## config.mk

```make
export PLATFORM = sky130hd
export DESIGN_NAME = multisim_server_axi_bridge
export DESIGN_NICKNAME = d
export VERILOG_FILES = /design/src/rtl/multisim_server_axi_bridge.sv
export SDC_FILE = /design/constraint.sdc
export NUM_CORES = 1
export LEC_CHECK = 0
export ABC_CLOCK_PERIOD_IN_PS = 2120
export BUFFER_PORTS_ARGS = -buffer_cell sky130_fd_sc_hd__buf_2
export CAP_MARGIN = 20
export CORE_UTILIZATION = 47
export DETAILED_ROUTE_END_ITERATION = 8
export GPL_TIMING_DRIVEN = 0
export HOLD_SLACK_MARGIN = 0.08
export PLACE_DENSITY_LB_ADDON = 0.08
export SLEW_MARGIN = 10
export SYNTH_ARGS = -nofsm -noshare
export SYNTH_HDL_FRONTEND = slang
export SYNTH_SLANG_ARGS = --single-unit
```

## constraint.sdc

```tcl
create_clock -name clk -period 2.12 [get_ports clk]
set_input_delay 0.106 -clock clk [delete_from_list [all_inputs] [get_ports clk]]
set_output_delay 0.106 -clock clk [all_outputs]
set_load 0.02 [all_outputs]
```

## src/rtl/multisim_server_axi_bridge.sv

```systemverilog
// Server-side AXI bridge: channel beats are buffered per channel and driven onto an
// AXI manager port, responses are buffered back, and in-flight writes/reads are capped.

module multisim_server_axi_bridge_fifo #(
  parameter type         T     = logic [7:0],
  parameter int unsigned DEPTH = 2
) (
  input  logic clk,
  input  logic rst_n,
  input  T     in_i,
  input  logic in_vld_i,
  output logic in_rdy_o,
  output T     out_o,
  output logic out_vld_o,
  input  logic out_rdy_i
);
  localparam int unsigned AW = $clog2(DEPTH);

  T              mem_q [DEPTH];
  logic [AW-1:0] wr_ptr_q, wr_ptr_d, rd_ptr_q, rd_ptr_d;
  logic [AW:0]   cnt_q, cnt_d;
  logic          full, empty, push, pop;

  assign full      = (cnt_q == (AW+1)'(DEPTH));
  assign empty     = (cnt_q == '0);
  // Ready is held low for as long as reset is asserted.
  assign in_rdy_o  = !full && rst_n;
  assign out_vld_o = !empty;
  assign out_o     = mem_q[rd_ptr_q];
  assign push      = in_vld_i && in_rdy_o;
  assign pop       = out_rdy_i && !empty;

  always_comb begin
    wr_ptr_d = wr_ptr_q + AW'(push);
    rd_ptr_d = rd_ptr_q + AW'(pop);
    cnt_d    = cnt_q + (AW+1)'(push) - (AW+1)'(pop);
  end

  always_ff @(posedge clk or negedge rst_n) begin
    if (!rst_n) begin
      wr_ptr_q <= '0;
      rd_ptr_q <= '0;
      cnt_q    <= '0;
    end else begin
      wr_ptr_q <= wr_ptr_d;
      rd_ptr_q <= rd_ptr_d;
      cnt_q    <= cnt_d;
    end
  end

  always_ff @(posedge clk) begin
    if (push) mem_q[wr_ptr_q] <= in_i;
  end
endmodule

module multisim_server_axi_bridge #(
  parameter type         axi_aw_t        = logic [31:0],
  parameter type         axi_w_t         = logic [31:0],
  parameter type         axi_b_t         = logic [1:0],
  parameter type         axi_ar_t        = logic [31:0],
  parameter type         axi_r_t         = struct packed { logic [31:0] data; logic last; },
  parameter int unsigned FIFO_DEPTH      = 2,
  parameter int unsigned MAX_OUTSTANDING = 4,
  localparam int unsigned CW             = $clog2(MAX_OUTSTANDING + 1)
) (
  input  logic          clk,
  input  logic          rst_n,
  input  axi_aw_t       i_ch_aw,
  input  logic          i_ch_aw_vld,
  output logic          o_ch_aw_rdy,
  input  axi_w_t        i_ch_w,
  input  logic          i_ch_w_vld,
  output logic          o_ch_w_rdy,
  input  axi_ar_t       i_ch_ar,
  input  logic          i_ch_ar_vld,
  output logic          o_ch_ar_rdy,
  output axi_b_t        o_ch_b,
  output logic          o_ch_b_vld,
  input  logic          i_ch_b_rdy,
  output axi_r_t        o_ch_r,
  output logic          o_ch_r_vld,
  input  logic          i_ch_r_rdy,
  output axi_aw_t       o_axi_m_aw,
  output logic          o_axi_m_awvalid,
  input  logic          i_axi_m_awready,
  output axi_w_t        o_axi_m_w,
  output logic          o_axi_m_wvalid,
  input  logic          i_axi_m_wready,
  input  axi_b_t        i_axi_m_b,
  input  logic          i_axi_m_bvalid,
  output logic          o_axi_m_bready,
  output axi_ar_t       o_axi_m_ar,
  output logic          o_axi_m_arvalid,
  input  logic          i_axi_m_arready,
  input  axi_r_t        i_axi_m_r,
  input  logic          i_axi_m_rvalid,
  output logic          o_axi_m_rready,
  output logic [CW-1:0] o_wr_outstanding,
  output logic [CW-1:0] o_rd_outstanding,
  output logic          o_err
);
  logic [CW-1:0] wr_cnt_q, wr_cnt_d, rd_cnt_q, rd_cnt_d;
  logic          err_q, err_d;
  logic          aw_head_vld, ar_head_vld, wr_room, rd_room;
  logic          aw_hs, b_hs, ar_hs, r_last_hs;

  assign wr_room = (wr_cnt_q < CW'(MAX_OUTSTANDING));
  assign rd_room = (rd_cnt_q < CW'(MAX_OUTSTANDING));

  // The head of the AW/AR FIFO only pops when the cap allows it to be presented.
  multisim_server_axi_bridge_fifo #(.T(axi_aw_t), .DEPTH(FIFO_DEPTH)) u_aw_fifo (
    .clk(clk), .rst_n(rst_n),
    .in_i(i_ch_aw), .in_vld_i(i_ch_aw_vld), .in_rdy_o(o_ch_aw_rdy),
    .out_o(o_axi_m_aw), .out_vld_o(aw_head_vld), .out_rdy_i(i_axi_m_awready && wr_room)
  );

  multisim_server_axi_bridge_fifo #(.T(axi_w_t), .DEPTH(FIFO_DEPTH)) u_w_fifo (
    .clk(clk), .rst_n(rst_n),
    .in_i(i_ch_w), .in_vld_i(i_ch_w_vld), .in_rdy_o(o_ch_w_rdy),
    .out_o(o_axi_m_w), .out_vld_o(o_axi_m_wvalid), .out_rdy_i(i_axi_m_wready)
  );

  multisim_server_axi_bridge_fifo #(.T(axi_ar_t), .DEPTH(FIFO_DEPTH)) u_ar_fifo (
    .clk(clk), .rst_n(rst_n),
    .in_i(i_ch_ar), .in_vld_i(i_ch_ar_vld), .in_rdy_o(o_ch_ar_rdy),
    .out_o(o_axi_m_ar), .out_vld_o(ar_head_vld), .out_rdy_i(i_axi_m_arready && rd_room)
  );

  multisim_server_axi_bridge_fifo #(.T(axi_b_t), .DEPTH(FIFO_DEPTH)) u_b_fifo (
    .clk(clk), .rst_n(rst_n),
    .in_i(i_axi_m_b), .in_vld_i(i_axi_m_bvalid), .in_rdy_o(o_axi_m_bready),
    .out_o(o_ch_b), .out_vld_o(o_ch_b_vld), .out_rdy_i(i_ch_b_rdy)
  );

  multisim_server_axi_bridge_fifo #(.T(axi_r_t), .DEPTH(FIFO_DEPTH)) u_r_fifo (
    .clk(clk), .rst_n(rst_n),
    .in_i(i_axi_m_r), .in_vld_i(i_axi_m_rvalid), .in_rdy_o(o_axi_m_rready),
    .out_o(o_ch_r), .out_vld_o(o_ch_r_vld), .out_rdy_i(i_ch_r_rdy)
  );

  assign o_axi_m_awvalid = aw_head_vld && wr_room;
  assign o_axi_m_arvalid = ar_head_vld && rd_room;

  assign aw_hs     = o_axi_m_awvalid && i_axi_m_awready;
  assign b_hs      = i_axi_m_bvalid && o_axi_m_bready;
  assign ar_hs     = o_axi_m_arvalid && i_axi_m_arready;
  assign r_last_hs = i_axi_m_rvalid && o_axi_m_rready && i_axi_m_r.last;

  // A response with nothing in flight saturates at zero and raises the sticky error.
  always_comb begin
    err_d    = err_q;
    wr_cnt_d = wr_cnt_q + CW'(aw_hs) - CW'(b_hs && (wr_cnt_q != '0));
    rd_cnt_d = rd_cnt_q + CW'(ar_hs) - CW'(r_last_hs && (rd_cnt_q != '0));
    if ((b_hs && (wr_cnt_q == '0)) || (r_last_hs && (rd_cnt_q == '0))) err_d = 1'b1;
  end

  always_ff @(posedge clk or negedge rst_n) begin
    if (!rst_n) begin
      wr_cnt_q <= '0;
      rd_cnt_q <= '0;
      err_q    <= 1'b0;
    end else begin
      wr_cnt_q <= wr_cnt_d;
      rd_cnt_q <= rd_cnt_d;
      err_q    <= err_d;
    end
  end

  assign o_wr_outstanding = wr_cnt_q;
  assign o_rd_outstanding = rd_cnt_q;
  assign o_err            = err_q;
endmodule

```

Word level (Yosys, flattened, before mapping)
Memories as Yosys holds them, arrays and structs flattened.
Cells that the tools add are included.
- output and inout bits: 148
- memories kept: 5
- bits in registers: 27
- bits in writable memories: 262
- word-level logic and storage cells: 110
- bits of input ports: 143
- memory list (name ; depth ; width ; rd ports ; clocked after Yosys merged registers in ; write ports ; line ; RTL):
    u_r_fifo.mem_q ; 2 ; 33 ; 1 ; 0 ; 1 ; 19 ; T mem_q [DEPTH];
    u_ar_fifo.mem_q ; 2 ; 32 ; 1 ; 0 ; 1 ; 19 ;
    u_aw_fifo.mem_q ; 2 ; 32 ; 1 ; 0 ; 1 ; 19 ;
    u_w_fifo.mem_q ; 2 ; 32 ; 1 ; 0 ; 1 ; 19 ;
    u_b_fifo.mem_q ; 2 ; 2 ; 1 ; 0 ; 1 ; 19 ;
- add/subtract/negate cells: 24
- reduce and logical (&&, ||, !) cells: 46
- order comparisons: 2
- equal/unequal tests: 5
- muxes and demuxes: 10
- operators with widths (kind ; count):
    logical AND 1 bit ; 26
    adder 1 bit ; 10
    adder 2 x 1 -> 2 bit ; 5
    equality test 2 bit (second input constant) ; 5
    zero test 1 bit ; 10
    zero test 2 bit ; 5
    2-to-1 mux 1 bit ; 10
    subtractor 2 x 1 -> 2 bit ; 5
    adder 3 x 1 -> 3 bit ; 2
    zero test 3 bit ; 2
    less-than comparator 3 bit (second input constant) ; 2
    nonzero test 3 bit ; 2
    subtractor 3 x 1 -> 3 bit ; 2
    logical OR 1 bit ; 1

Longest topological paths before layout
Gate-level depths: netlist of the first run.
- word-level depth: 7
- depth in mapped cells: 10
- depth with buffers taken out: 10

Modules after synthesis
Synthesis of the first run repeated with hierarchy kept, for this count alone.
- cell total of the unflattened synthesis: 546
- area, all modules: 11627.4 um2
- modules (own cells, without submodules) (module ; instances ; area each (um2) ; sequential area each (um2) ; cells an instance):
    multisim_server_axi_bridge_fifo at u_ar_fifo ... ; 3 ; 2692.6 ; 2021.9 ; 120
    multisim_server_axi_bridge_fifo at u_r_fifo ; 1 ; 2763.9 ; 2082.0 ; 123
    multisim_server_axi_bridge ; 1 ; 404.1 ; 175.2 ; 37
    multisim_server_axi_bridge_fifo at u_b_fifo ; 1 ; 381.6 ; 220.2 ; 26

Worst setup path before layout of the first run
No wires, ideal clock.
- path kind: reg2reg
- from: register u_ar_fifo.cnt_q[1]
- to: memory u_ar_fifo.mem_q[1][0] in the netlist's numbering (enable)
- setup time: 0.392 ns
- data required time: 1.728 ns
- path buffers: 0
- stages on the path, launching flop included: 4
- data arrival time: 2.039 ns
- clock period less this slack: 2.431 ns
- slack: -0.311 ns
- cell sequence: dfrtp_1 > a21boi_0 > and2_1 > ha_1
- longest elaborated chain between the ends: 6
- ends and longest elaborated chain (element ; line ; RTL):
    start, declared ; 21 ; logic [AW:0] cnt_q, cnt_d;
    start signal, assigned ; 47 ; cnt_q <= cnt_d;
    equality test 2 bit ; 24 ; assign full = (cnt_q == (AW+1)'(DEPTH));
    zero test 1 bit ; 27 ; assign in_rdy_o = !full && rst_n;
    logical AND 1 bit ; 27 ;
    via o_ch_ar_rdy ; 76 ; output logic o_ch_ar_rdy,
    logical AND 1 bit ; 30 ; assign push = in_vld_i && in_rdy_o;
    2-to-1 mux 1 bit ; 52 ; if (push) mem_q[wr_ptr_q] <= in_i;
    2-to-1 mux 1 bit (not written as such) ; 52 ;
    end, declared ; 19 ;
The timed path passes the listed nets, and every way through them passes these cells.

Final worst setup path of the first run
- from: register u_b_fifo.cnt_q[0]
- to: register wr_cnt_q[2] (netlist: o_wr_outstanding[2])
- longest elaborated chain between the ends: 6
- ends and longest elaborated chain (element ; line ; RTL):
    start, declared ; 21 ;
    start signal, assigned ; 47 ;
    equality test 2 bit ; 24 ;
    zero test 1 bit ; 27 ;
    logical AND 1 bit ; 27 ;
    logical AND 1 bit ; 145 ; assign b_hs = i_axi_m_bvalid && o_axi_m_bready;
    logical AND 1 bit ; 152 ; wr_cnt_d = wr_cnt_q + CW'(aw_hs) - CW'(b_hs && (wr_cnt_q != '0));
    subtractor 3 x 1 -> 3 bit ; 152 ;
    via wr_cnt_d[2] ; 102 ; logic [CW-1:0] wr_cnt_q, wr_cnt_d, rd_cnt_q, rd_cnt_d;
    end signal, assigned ; 163 ; wr_cnt_q <= wr_cnt_d;
    end, declared ; 102 ;
The timed path passes the listed nets, and every way through them passes these cells.
A chain may end at the register's enable or synchronous reset.

==> results.tsv, run 1 <==
stage	metric	value	unit
worst_setup_path	r2r_start	u_b_fifo.cnt_q[0]	
drt	vias_per_cell	4.73	
worst_setup_path	cp_data_required_time	2540	ps
yosys	synthDominantAreaCellType	edfxtp_1	
yosys	ys_seq_area_share	78.2	%
drt	wl_per_cell	16.7	um
die	core_area	0.0227	mm^2
worst_setup_path	regToRegEndpoint	o_wr_outstanding[2]	
worst_setup_path	worst_setup_path_end_kind	flop	
flow_run	drv_cap	0	
power	cellPowerDensity	1250	mW/mm^2
clock_network	clock_tree.buffer_depth	3	
yosys	async_reset_ff_share	9.34	%
worst_setup_path	start_kind	flop	
yosys	synthFlopType	edfxtp_1	
worst_setup_path	setup.reg_to_reg.worst_slack	20	ps
global_routing	grt_use_total	18.4	%
yosys	synthesis.yosys.warnings	0	
worst_setup_path	crit_fanout	2	
global_routing	grt_pass1_wl	34.3	mm
yosys	synthMostInstantiatedCell	edfxtp_1	
drt	vias	6220	
worst_setup_path	critPathLaunch	u_b_fifo.cnt_q[0]	
global_routing	grt_antenna_before_repair	1	
final_layout	post_route_cells_drive_above_1_share	48.4	%
worst_setup_path	critical-path-max-stage-delay	370	ps
yosys	number_of_register_bits_inferred_by_synthesis	289	
timing	clock.fmax	476	MHz
timing	worst_pin_slew	838	ps
yosys	synthDistinctLibCells	22	
worst_hold_path	hold_path_depth	4	
timing	setup_total_negative_slack	0	ps
yosys	mappedNetlistNets	706	
drt	drt_first_iter_violations	233	
final_layout	fin_area	0.0153	mm^2
drt	drc_markers	0	
yosys	synthDominantCellAreaShare	72.0	%
worst_setup_path	critPathArrivalTime	2520	ps
yosys	synthCells	537	
die	die_area	0.0239	mm^2
die	die_x	155	um
place	io_buffer_count	290	
die	rows	55	
final_layout	layout-area-overhead-vs-synth	39.7	%
clock_network	cts-buffers-inserted	31	
die	initial_utilization	48.1	%
yosys	syn-mean-instance-area	20.4	um^2
yosys	syn-cell-area	0.0109	mm^2
timing	fin_crit	2100	ps
timing	timing.final.setup_violations	0	
worst_hold_path	min_to	u_b_fifo.cnt_q[0]	
timing	period_share	99.1	%
global_routing	via_count_of_the_first_global_routing_pass	6909	
yosys	synth_enable_flop_cells	262	
place	placedInstanceArea	0.0128	mm^2
drt	final_antenna_net_count	0	
timing	grt_setup_unrepaired	true	
timing	skew	7.09	ps
timing	timing.hold.ws	108	ps
worst_hold_path	timing.hold.worst.class	input port to flop	
yosys	synth.top_cells.by_count	edfxtp_1 (262), mux2_2 (131), inv_1 (28)	
clock_network	cts_sinks	289	
clock_network	tritoncts	done	
clock_network	clock_transition_at_the_registers_of_the_reported_paths	60	ps
power	power.static_leakage	6.02	nW
clock_network	h-tree-depth	1	
worst_setup_path	timing_worst_setup_path_type	flop to flop	
die	boundaryPins	291	
worst_setup_path	crit_chain	nand2b_1, and3_4, nor2b_2, ha_1, inv_1, ha_1, inv_1, fa_2, xnor2_2, xnor2_1	
final_layout	nets	1174	
clock_network	cts-root-buf	clkbuf_16	
outcome	status	finished, final reports clean	
global_routing	grt_overflow_total	0	
final_layout	finalCoreUtilization	67.2	%
power	power.ir.vdd_worst	0.856	mV
timing	hold_viol_final	0	
die	die_y_extent	155	um
place	dp_hpwl	13.7	mm
drt	drt_pre_antenna_iters	4	
timing	max_slew_margin	44.1	%
timing	final_max_slew_viol_count	0	
clock_network	clock_latency	540	ps
worst_hold_path	hold_path.startpoint	i_axi_m_bvalid	
yosys	yosys-top-cells-area	edfxtp_1 (72%), mux2_2 (13%), dfrtp_1 (6.2%)	
worst_setup_path	timing.reg2reg.worst_path_depth	10	
global_routing	largest_net_degree_at_the_start_of_global_routing	34	
drt	drt-total-wl	22.0	mm
place	final_replace_weighted_congestion	0.735	
worst_setup_path	timing.critical_path.slowest_stage_cell	dfrtp_1	
[stage by stage]
| step | setup WS [ps] | power, mW | cells |
|---|---|---|---|
| floorplan | -311 | 11.8 | 537 |
| CTS | 5.81 | 19.3 | 1313 |
| global route | -97.8 | 20.0 | 1314 |
| global placement | -713 | 13.4 | 1112 |
| detailed placement | -403 | 13.6 | 1112 |
| finish | 20.1 | 19.1 | 1314 |
[kinds of logic (layout without fill, tap and decap cells)]
group                    after synthesis  after routing  share of synthesized area (%)
buffers and inverters                 44            535                           1.97
multiplexers                         131            131                           13.5
other                                  0              1                              0
AND/OR/NAND/NOR                       22             22                           1.26
flip-flops                           289            289                           78.2
AO/OA/AOI/OAI                          6              6                          0.481
XOR/XNOR                              19             19                           1.52
adder cells (fa/ha/maj)               26             26                           3.11
[critical path, delay by kind of cell (launching register included)]
family,cells,cell delay (ps)
flops,1,370
fa+ha+maj,3,750
buf+inv,2,110
simple gates,3,480
xor+xnor,2,270
[cell usage in the layout (no fill, tap or decap), drive strengths merged, types with 4 or more instances in the layout]
| cell | synthesis | routed |
|---|---|---|
| mux2 | 131 | 131 |
| xor2 | 4 | 4 |
| clkinv | 0 | 12 |
| and2 | 8 | 8 |
| clkbuf | 0 | 39 |
| bufinv | 0 | 5 |
| dfrtp | 27 | 27 |
| ha | 24 | 24 |
| dlygate4sd3 | 0 | 141 |
| edfxtp | 262 | 262 |
| buf | 16 | 310 |
| inv | 28 | 28 |
| xnor2 | 15 | 15 |
[where the power goes]
part / leakage, nW / switching, mW / internal [mW] / total [mW]
registers: 2.71 / 0.317 / 7.23 / 7.55
logic: 2.82 / 3.52 / 2.70 / 6.22
clock network: 0.495 / 2.08 / 3.27 / 5.35
total: 6.02 / 5.92 / 13.2 / 19.1
[flip-flops by register name, summed over array words and instances (netlist names), 2 cells and up]
| name | flops |
|---|---|
| o_rd_outstanding | 3 |
| o_wr_outstanding | 3 |
| u_ar_fifo.cnt_q | 2 |
| u_ar_fifo.mem_q | 64 |
| u_aw_fifo.cnt_q | 2 |
| u_aw_fifo.mem_q | 64 |
| u_b_fifo.cnt_q | 2 |
| u_b_fifo.mem_q | 4 |
| u_r_fifo.cnt_q | 2 |
| u_r_fifo.mem_q | 66 |
| u_w_fifo.cnt_q | 2 |
| u_w_fifo.mem_q | 64 |
[worst max path at each step]
stage / to / slack (ps)
after floorplan: u_ar_fifo.mem_q[1][0] / -310
after global placement: u_aw_fifo.mem_q[0][28] / -710
after detailed placement: o_wr_outstanding[2] / -400
after CTS: o_wr_outstanding[2] / 6
after global routing: u_ar_fifo.mem_q[0][28] / -100
final: o_wr_outstanding[2] / 20
[metal layers]
layer	global-route usage, %	vias to the layer above	share of wire, %	wire (um)
met2	34.0	202	52	11400
met1	20.5	2995	39	8480
met3	5.10	41	7.1	1550
met4	5.66	0	2.7	584
li1	-	2982	-	-
met5	0	-	0	0
[cell type report]
| class | count | area [um^2] |
|---|---|---|
| Timing Repair Buffer | 435 | 2910 |
| Antenna cell | 1 | 2.50 |
| Multi-Input combinational cell | 204 | 2230 |
| Clock buffer | 39 | 806 |
| Tap cell | 285 | 357 |
| Clock inverter | 17 | 206 |
| Sequential cell | 289 | 8540 |
| Buffer | 16 | 110 |
| Fill cell | 1598 | 7440 |
| Inverter | 28 | 105 |
[repair_timing]
action	4_1_cts	5_1_grt
pin swaps	4	1
endpoints found under the hold margin	303	0
resized for setup	1	5
hold buffers	142	0
endpoints found under the setup margin	1	195
buffers inserted	3	0
Power figures use the tool's default switching activity.
==> inputs of run 2 (changes only) <==
==> constraint.sdc (replaced) <==
create_clock -name clk -period 2.12 [get_ports clk]
set_input_delay 0.318 -clock clk [delete_from_list [all_inputs] [get_ports clk]]
set_output_delay 0.318 -clock clk [all_outputs]
set_load 0.02 [all_outputs]
==> run 2 against run 1 <==
Wire length fell by 0.42%; setup slack improved by 11 ps; highest routed layer unchanged; combinational power rose by 2%; clock power barely moved; cell area fell by 0.20%; first-iteration DRC count rose by 3.0%; die area did not move; sequential cell count did not move; critical path depth did not move; count of clock-buffer cells in the layout did not move; critical path type unchanged; via count fell by 0.40%; worst hold slack got worse by 5.9 ps.
==> results.tsv, run 2 (synthesized netlist as in run 1, its figures left out) <==
stage	metric	value	unit	change
outcome	status	finished, final reports clean		
worst_setup_path	start_kind	flop		
worst_hold_path	hold_path.startpoint	i_axi_m_awready		
final_layout	layout-area-overhead-vs-synth	39.4	%	
clock_network	cts-root-buf	clkbuf_16		
place	io_buffer_count	290		unchanged
place	final_replace_weighted_congestion	0.735		unchanged
timing	final_max_slew_viol_count	0		unchanged
worst_setup_path	r2r_start	u_b_fifo.cnt_q[0]		
clock_network	h-tree-depth	1		unchanged
timing	period_share	98.5	%	-0.51 points
die	die_area	0.0239	mm^2	unchanged
timing	worst_pin_slew	848	ps	+9.57 ps
global_routing	largest_net_degree_at_the_start_of_global_routing	34		unchanged
timing	fin_crit	2090	ps	-10.8 ps
die	die_y_extent	155	um	unchanged
global_routing	grt_use_total	18.3	%	-0.097 points
worst_setup_path	critical-path-max-stage-delay	380	ps	about the same
clock_network	tritoncts	done		
power	cellPowerDensity	1260	mW/mm^2	+0.75%
clock_network	clock_latency	540	ps	about the same
worst_setup_path	crit_fanout	2		unchanged
final_layout	largest_reg_flops	66		unchanged
drt	drc_markers	0		unchanged
power	internal_power	13.3	mW	+0.65%
timing	timing.final.setup_violations	0		unchanged
clock_network	cts_sinks	289		unchanged
power	pwr-share-comb	32.9	%	+0.4 points
die	core_area	0.0227	mm^2	unchanged
drt	final_antenna_net_count	0		unchanged
final_layout	mostFrequentLayoutCell	buf_2		
timing	clock.fmax	479	MHz	+0.52%
worst_setup_path	worst_setup_path_end_kind	flop		
drt	drt-total-wl	21.9	mm	-0.42%
clock_network	cts-buffers-inserted	31		unchanged
die	rows	55		unchanged
timing	max_slew_margin	43.5	%	-0.64 points
power	power.sequential.fraction	39.3	%	-0.2 points
worst_hold_path	timing.hold.worst.class	input port to flop		
power	power.static_leakage	6.01	nW	-0.23%
worst_setup_path	critPathArrivalTime	2510	ps	about the same
drt	drt_first_iter_violations	240		+3.0%
drt	vias_per_cell	4.75		+0.36%
timing	grt_setup_unrepaired	true		
clock_network	clock_transition_at_the_registers_of_the_reported_paths	60	ps	about the same
worst_setup_path	crit_chain	nand2b_4, and3_4, nor2b_2, ha_1, inv_1, ha_1, inv_1, fa_2, xnor2_2, xnor2_1		
final_layout	num_antenna_cells	0		-1
final_layout	final_cell_mix	buf_2 (291), edfxtp_1 (262), dlygate4sd3_1 (132)		
timing	skew	8.72	ps	+1.62 ps
final_layout	fillers	1588		-0.63%
final_layout	finalNonFillerCells	1304		-0.76%
global_routing	grt_antenna_before_repair	0		-1
worst_setup_path	cp_data_required_time	2540	ps	about the same
timing	timing.hold.ws	102	ps	-5.92 ps
final_layout	nets	1165		-0.77%
clock_network	clock_tree.buffer_depth	3		unchanged
global_routing	grt_pass1_wl	34.0	mm	-0.84%
global_routing	via_count_of_the_first_global_routing_pass	6767		-2.1%
power	power.ir.vdd_worst	0.850	mV	-0.72%
place	dp_hpwl	13.7	mm	unchanged
die	die_x	155	um	unchanged
die	boundaryPins	291		unchanged
place	place.detailed.instances	1112		unchanged
final_layout	registers.top_by_ff_count	u_r_fifo.mem_q		
power	fin_total_pwr	19.2	mW	+0.55%
power	power_switching	5.94	mW	+0.32%
final_layout	post_route_cells_drive_above_1_share	49.1	%	+0.62 points
power	share_clk_of_total_power	27.8	%	-0.2 points
worst_setup_path	timing_worst_setup_path_type	flop to flop		
final_layout	finalCoreUtilization	67.1	%	-0.13 points
flow_run	drv_cap	0		unchanged
global_routing	grt_overflow_total	0		unchanged
timing	hold_viol_final	0		unchanged
drt	wl_per_cell	16.8	um	+0.35%
worst_setup_path	critPathLaunch	u_b_fifo.cnt_q[0]		
drt	vias	6195		-0.40%
worst_setup_path	timing.critical_path.slowest_stage_cell	dfrtp_1		
timing	setup_total_negative_slack	0	ps	unchanged
power	switching_share	30.9	%	-0.071 points
drt	drt_pre_antenna_iters	4		unchanged
die	initial_utilization	48.1	%	unchanged
[run 2: changes by cell type in the layout (fill, tap and decap cells not counted), sizes merged]
| cell | previous run | this run |
|---|---|---|
| dlygate4sd3 | 141 | 132 |
| clkbuf | 39 | 41 |
| buf | 310 | 308 |
| diode | 1 | 0 |
[run 2: critical path, delay by kind of cell, from the launching register on]
family / cells / cell delay [ps]
xor+xnor: 2 / 270
fa+ha+maj: 3 / 750
buf+inv: 2 / 110
flops: 1 / 380
simple gates: 3 / 460
[run 2: worst paths after layout]
path	slack [ps]	to	cells past startpoint
max in group asynchronous	1550	u_r_fifo.rd_ptr_q	3
worst max register to register	30	o_wr_outstanding[2]	10
worst min-delay path	100	u_aw_fifo.rd_ptr_q	3
min in group asynchronous	400	o_wr_outstanding[1]	3
worst min register to register	480	o_err	1
worst max-delay path	30	o_wr_outstanding[2]	10
[run 2: final cells by class]
| type | count | area (um^2) | area share, % |
|---|---|---|---|
| multi-input cells | 204 | 2240 | 14.7 |
| clock buffers | 39 | 806 | 5.29 |
| repair buffers | 426 | 2820 | 18.5 |
| inverters | 28 | 105 | 0.690 |
| well taps | 285 | 357 | 2.34 |
| plain buffers | 16 | 160 | 1.05 |
| flip-flops and latches | 289 | 8540 | 56.1 |
| clock inverters | 17 | 206 | 1.36 |
[run 2: timing repair]
item | in CTS | in global routing
buffers inserted | 3 | 0
hold buffers | 133 | 0
resized for setup | 2 | 22
hold endpoints to repair | 289 | 0
endpoints found under the setup margin | 129 | 276
pin swaps | 4 | 1
[run 2: power groups by stage]
stage | combinational (mW) | clock (mW) | sequential (mW)
floorplan | 4.11 | 0 | 7.65
global placement | 5.83 | 0 | 7.61
detailed placement | 5.97 | 0 | 7.66
finish | 6.33 | 5.34 | 7.56
global route | 6.83 | 5.68 | 7.65
CTS | 6.25 | 5.45 | 7.54
[run 2: layer usage]
layer  routed length (um)  up-vias  part of all wire (%)  track usage, %
li1                     -     2957                     -               -
met3                 1610       38                   7.3            5.38
met2                11400      200                    52            33.7
met5                    0        -                     0               0
met4                  512        0                   2.3            5.00
met1                 8420     3000                    38            20.5
[run 2: stage by stage]
stage / area [um^2] / worst slack, ps
final: 15200 / 30.9
after global routing: 15200 / -97.3
after CTS: 15100 / 0.474
after detailed placement: 12800 / -615
after global placement: 12700 / -925
after floorplan: 10900 / -311
==> inputs of run 3 (changes only) <==
--- a/config.mk
+++ b/config.mk
@@ -8,7 +8,7 @@
 export ABC_CLOCK_PERIOD_IN_PS = 2120
 export BUFFER_PORTS_ARGS = -buffer_cell sky130_fd_sc_hd__buf_2
 export CAP_MARGIN = 20
-export CORE_UTILIZATION = 47
+export CORE_UTILIZATION = 48
 export DETAILED_ROUTE_END_ITERATION = 8
 export GPL_TIMING_DRIVEN = 0
 export HOLD_SLACK_MARGIN = 0.08
@@ -16,4 +16,5 @@
 export SLEW_MARGIN = 10
 export SYNTH_ARGS = -nofsm -noshare
 export SYNTH_HDL_FRONTEND = slang
+export SYNTH_HIERARCHICAL = 1
 export SYNTH_SLANG_ARGS = --single-unit
==> run 3 against run 2 <==
Count of clock-buffer cells in the layout down 5; clock power up 4.7%; core utilization up 0.71 points; setup slack better by 83 ps; combinational power up 18%; wire length up 3.9%; power up 7.6%; synthesized cell count up 1.7%; fmax up 4.1%; largest cell class unchanged; highest routed layer is now met5.
==> results.tsv, run 3 <==
stage	metric	value	unit	change
timing	hold_viol_final	0		unchanged
timing	setup_total_negative_slack	0	ps	unchanged
drt	drc_markers	0		unchanged
power	fin_total_pwr	20.7	mW	+7.6%
timing	worst_pin_slew	893	ps	+45.1 ps
final_layout	layout-area-overhead-vs-synth	37.7	%	
global_routing	grt_pass1_wl	34.8	mm	+2.3%
yosys	mappedNetlistNets	715		+1.3%
yosys	async_reset_ff_share	9.34	%	unchanged
outcome	status	finished, final reports clean		
flow_run	drv_cap	0		unchanged
yosys	synthDistinctLibCells	25		+14%
die	core_area	0.0236	mm^2	+4.0%
clock_network	tritoncts	done		
drt	drt_pre_antenna_iters	4		unchanged
power	power.static_leakage	6.65	nW	+11%
final_layout	final_cell_mix	buf_2 (289), edfxtp_1 (262), dlygate4sd3_1 (132)		
drt	wl_per_cell	16.8	um	+0.16%
yosys	synthCells	546		+1.7%
final_layout	finalNonFillerCells	1353		+3.8%
final_layout	largest_reg_flops	66		unchanged
drt	drt-total-wl	22.8	mm	+3.9%
die	die_x	158	um	+2.0%
timing	clock.fmax	498	MHz	+4.1%
yosys	synth_enable_flop_cells	262		unchanged
drt	vias	6384		+3.1%
drt	final_antenna_net_count	0		unchanged
global_routing	grt_overflow_total	0		unchanged
final_layout	nets	1177		+1.0%
clock_network	cts_sinks	289		unchanged
yosys	synth.top_cells.by_count	edfxtp_1 (262), mux2_4 (116), dfrtp_1 (27)		
worst_setup_path	worst_setup_path_end_kind	output pin		
drt	vias_per_cell	4.72		-0.68%
yosys	synthesis.yosys.warnings	6		+6
final_layout	mostFrequentLayoutCell	buf_2		
worst_setup_path	setup.reg_to_reg.worst_slack	120	ps	+90 ps
timing	final_max_slew_viol_count	0		unchanged
clock_network	cts-root-buf	clkbuf_16		
place	final_replace_weighted_congestion	0.714		-2.9%
die	die_area	0.0249	mm^2	+4.1%
yosys	syn-cell-area	0.0116	mm^2	+6.4%
yosys	synthMostInstantiatedCell	edfxtp_1		
worst_setup_path	crit_fanout	10		+8
global_routing	largest_net_degree_at_the_start_of_global_routing	34		unchanged
global_routing	groute.layer.met1.usage	21.0	%	+0.52 points
yosys	synthDominantAreaCellType	edfxtp_1		
yosys	yosys-top-cells-area	edfxtp_1 (68%), mux2_4 (15%), dfrtp_1 (5.8%)		
final_layout	fillers	1583		-0.31%
clock_network	h-tree-depth	1		unchanged
clock_network	clock_tree.buffer_depth	3		unchanged
final_layout	registers.top_by_ff_count	u_r_fifo/mem_q		
worst_hold_path	timing.hold.worst.class	input port to flop		
yosys	number_of_register_bits_inferred_by_synthesis	289		unchanged
clock_network	cts-buffers-inserted	30		-3.2%
yosys	ys_seq_area_share	73.5	%	-4.7 points
global_routing	gr-usage-met2	32.5	%	-1.2 points
global_routing	via_count_of_the_first_global_routing_pass	6842		+1.1%
place	dp_hpwl	14.3	mm	+4.3%
timing	period_share	94.6	%	-3.9 points
final_layout	post_route_cells_drive_above_1_share	50.6	%	+1.5 points
place	place.detailed.instances	1155		+3.9%
die	rows	56		+1.8%
timing	timing.final.setup_violations	0		unchanged
yosys	synthDominantCellAreaShare	67.7	%	-4.3 points
power	cellPowerDensity	1290	mW/mm^2	+2.4%
timing	max_slew_margin	40.5	%	-3.0 points
global_routing	grt_antenna_before_repair	2		+2
die	boundaryPins	291		unchanged
power	power.ir.vdd_worst	0.874	mV	+2.8%
yosys	syn-mean-instance-area	21.3	um^2	+4.6%
worst_setup_path	timing_worst_setup_path_type	flop to output pin		
clock_network	clock_transition_at_the_registers_of_the_reported_paths	60	ps	about the same
global_routing	grt_use_total	18.3	%	+0.034 points
global_routing	met3_usage_in_global_routing	5.42	%	+0.041 points
worst_setup_path	start_kind	flop		
die	die_y_extent	158	um	+2.0%
place	io_buffer_count	290		unchanged
clock_network	clock_latency	540	ps	about the same
worst_setup_path	critPathArrivalTime	1690	ps	-820 ps
die	initial_utilization	49.2	%	+1.1 points
drt	drt_first_iter_violations	231		-3.8%
yosys	synthFlopType	edfxtp_1		
worst_setup_path	cp_data_required_time	1800	ps	-740 ps
timing	skew	8.81	ps	+0.0922 ps
timing	fin_crit	2010	ps	-82.8 ps
global_routing	globalRoute.busiestLayer	met2		
-- run 3: final timing paths --
check	depth (start not counted)	to	from
max in group asynchronous	3	u_r_fifo/cnt_q[0]	rst_n
min in group asynchronous	3	u_w_fifo/rd_ptr_q	rst_n
min	3	o_err	i_axi_m_rvalid
min reg2reg	2	o_err	o_err
max reg2reg	9	o_rd_outstanding[2]	o_rd_outstanding[2]
max	4	o_axi_m_w[18]	u_w_fifo/rd_ptr_q
-- run 3: per-layer routing --
| metal | part of all wire [%] | wire (um) |
|---|---|---|
| met1 | 37 | 8510 |
| met2 | 52 | 11700 |
| met3 | 8.2 | 1860 |
| met4 | 2.8 | 646 |
| met5 | 0.057 | 13 |
-- run 3: area by class of cell --
| cell class | instances | area [um^2] | area share, % |
|---|---|---|---|
| timing repair buffer | 430 | 2850 | 17.8 |
| multi-input combinational | 215 | 2760 | 17.2 |
| antenna | 2 | 5.00 | 0.0313 |
| sequential | 289 | 8550 | 53.4 |
| buffer | 16 | 285 | 1.78 |
| clock inverter | 22 | 284 | 1.77 |
| clock buffer | 34 | 787 | 4.92 |
| tap | 319 | 399 | 2.49 |
| inverter | 26 | 97.6 | 0.610 |
-- run 3: what timing repair did --
action	CTS	global route
endpoints found under the hold margin	289	0
resized for setup	1	10
hold buffers	133	0
buffers inserted	1	6
setup endpoints to repair	1	2
pin swaps	0	1
-- run 3: where the power goes --
group,switching (mW),total (mW),internal [mW]
clock network,2.09,5.59,3.50
logic,3.81,7.44,3.63
registers,0.417,7.66,7.24
-- run 3: worst max-delay path: stages (launching register included) --
cell,delay (ps)
dfrtp_1,380
buf_6,150
buf_12,150
mux2_4,300
buf_2,160
-- run 3: cells by family (layout without fill, tap and decap cells) --
logic type / after synthesis / after routing / synth area share (%)
fa+ha+maj: 26 / 26 / 2.93
flops: 289 / 289 / 73.5
other cells: 0 / 2 / 0
compound gates: 22 / 22 / 1.54
buf+inv: 42 / 528 / 3.29
simple gates: 17 / 17 / 0.839
mux: 131 / 131 / 16.4
xor+xnor: 19 / 19 / 1.50
-- run 3: through the flow --
| stage | hold WS, ps | worst slack [ps] | utilization (%) | area, um^2 |
|---|---|---|---|---|
| after floorplan | 22.4 | 40.7 | - | 11600 |
| after global placement | 456 | -804 | 57.1 | 13500 |
| after detailed placement | 465 | -627 | 57.2 | 13500 |
| after CTS | 90.7 | 4.70 | 67.4 | 15900 |
| after global routing | 79.9 | -0.288 | 67.8 | 16000 |
| final | 81.3 | 114 | 67.8 | 16000 |
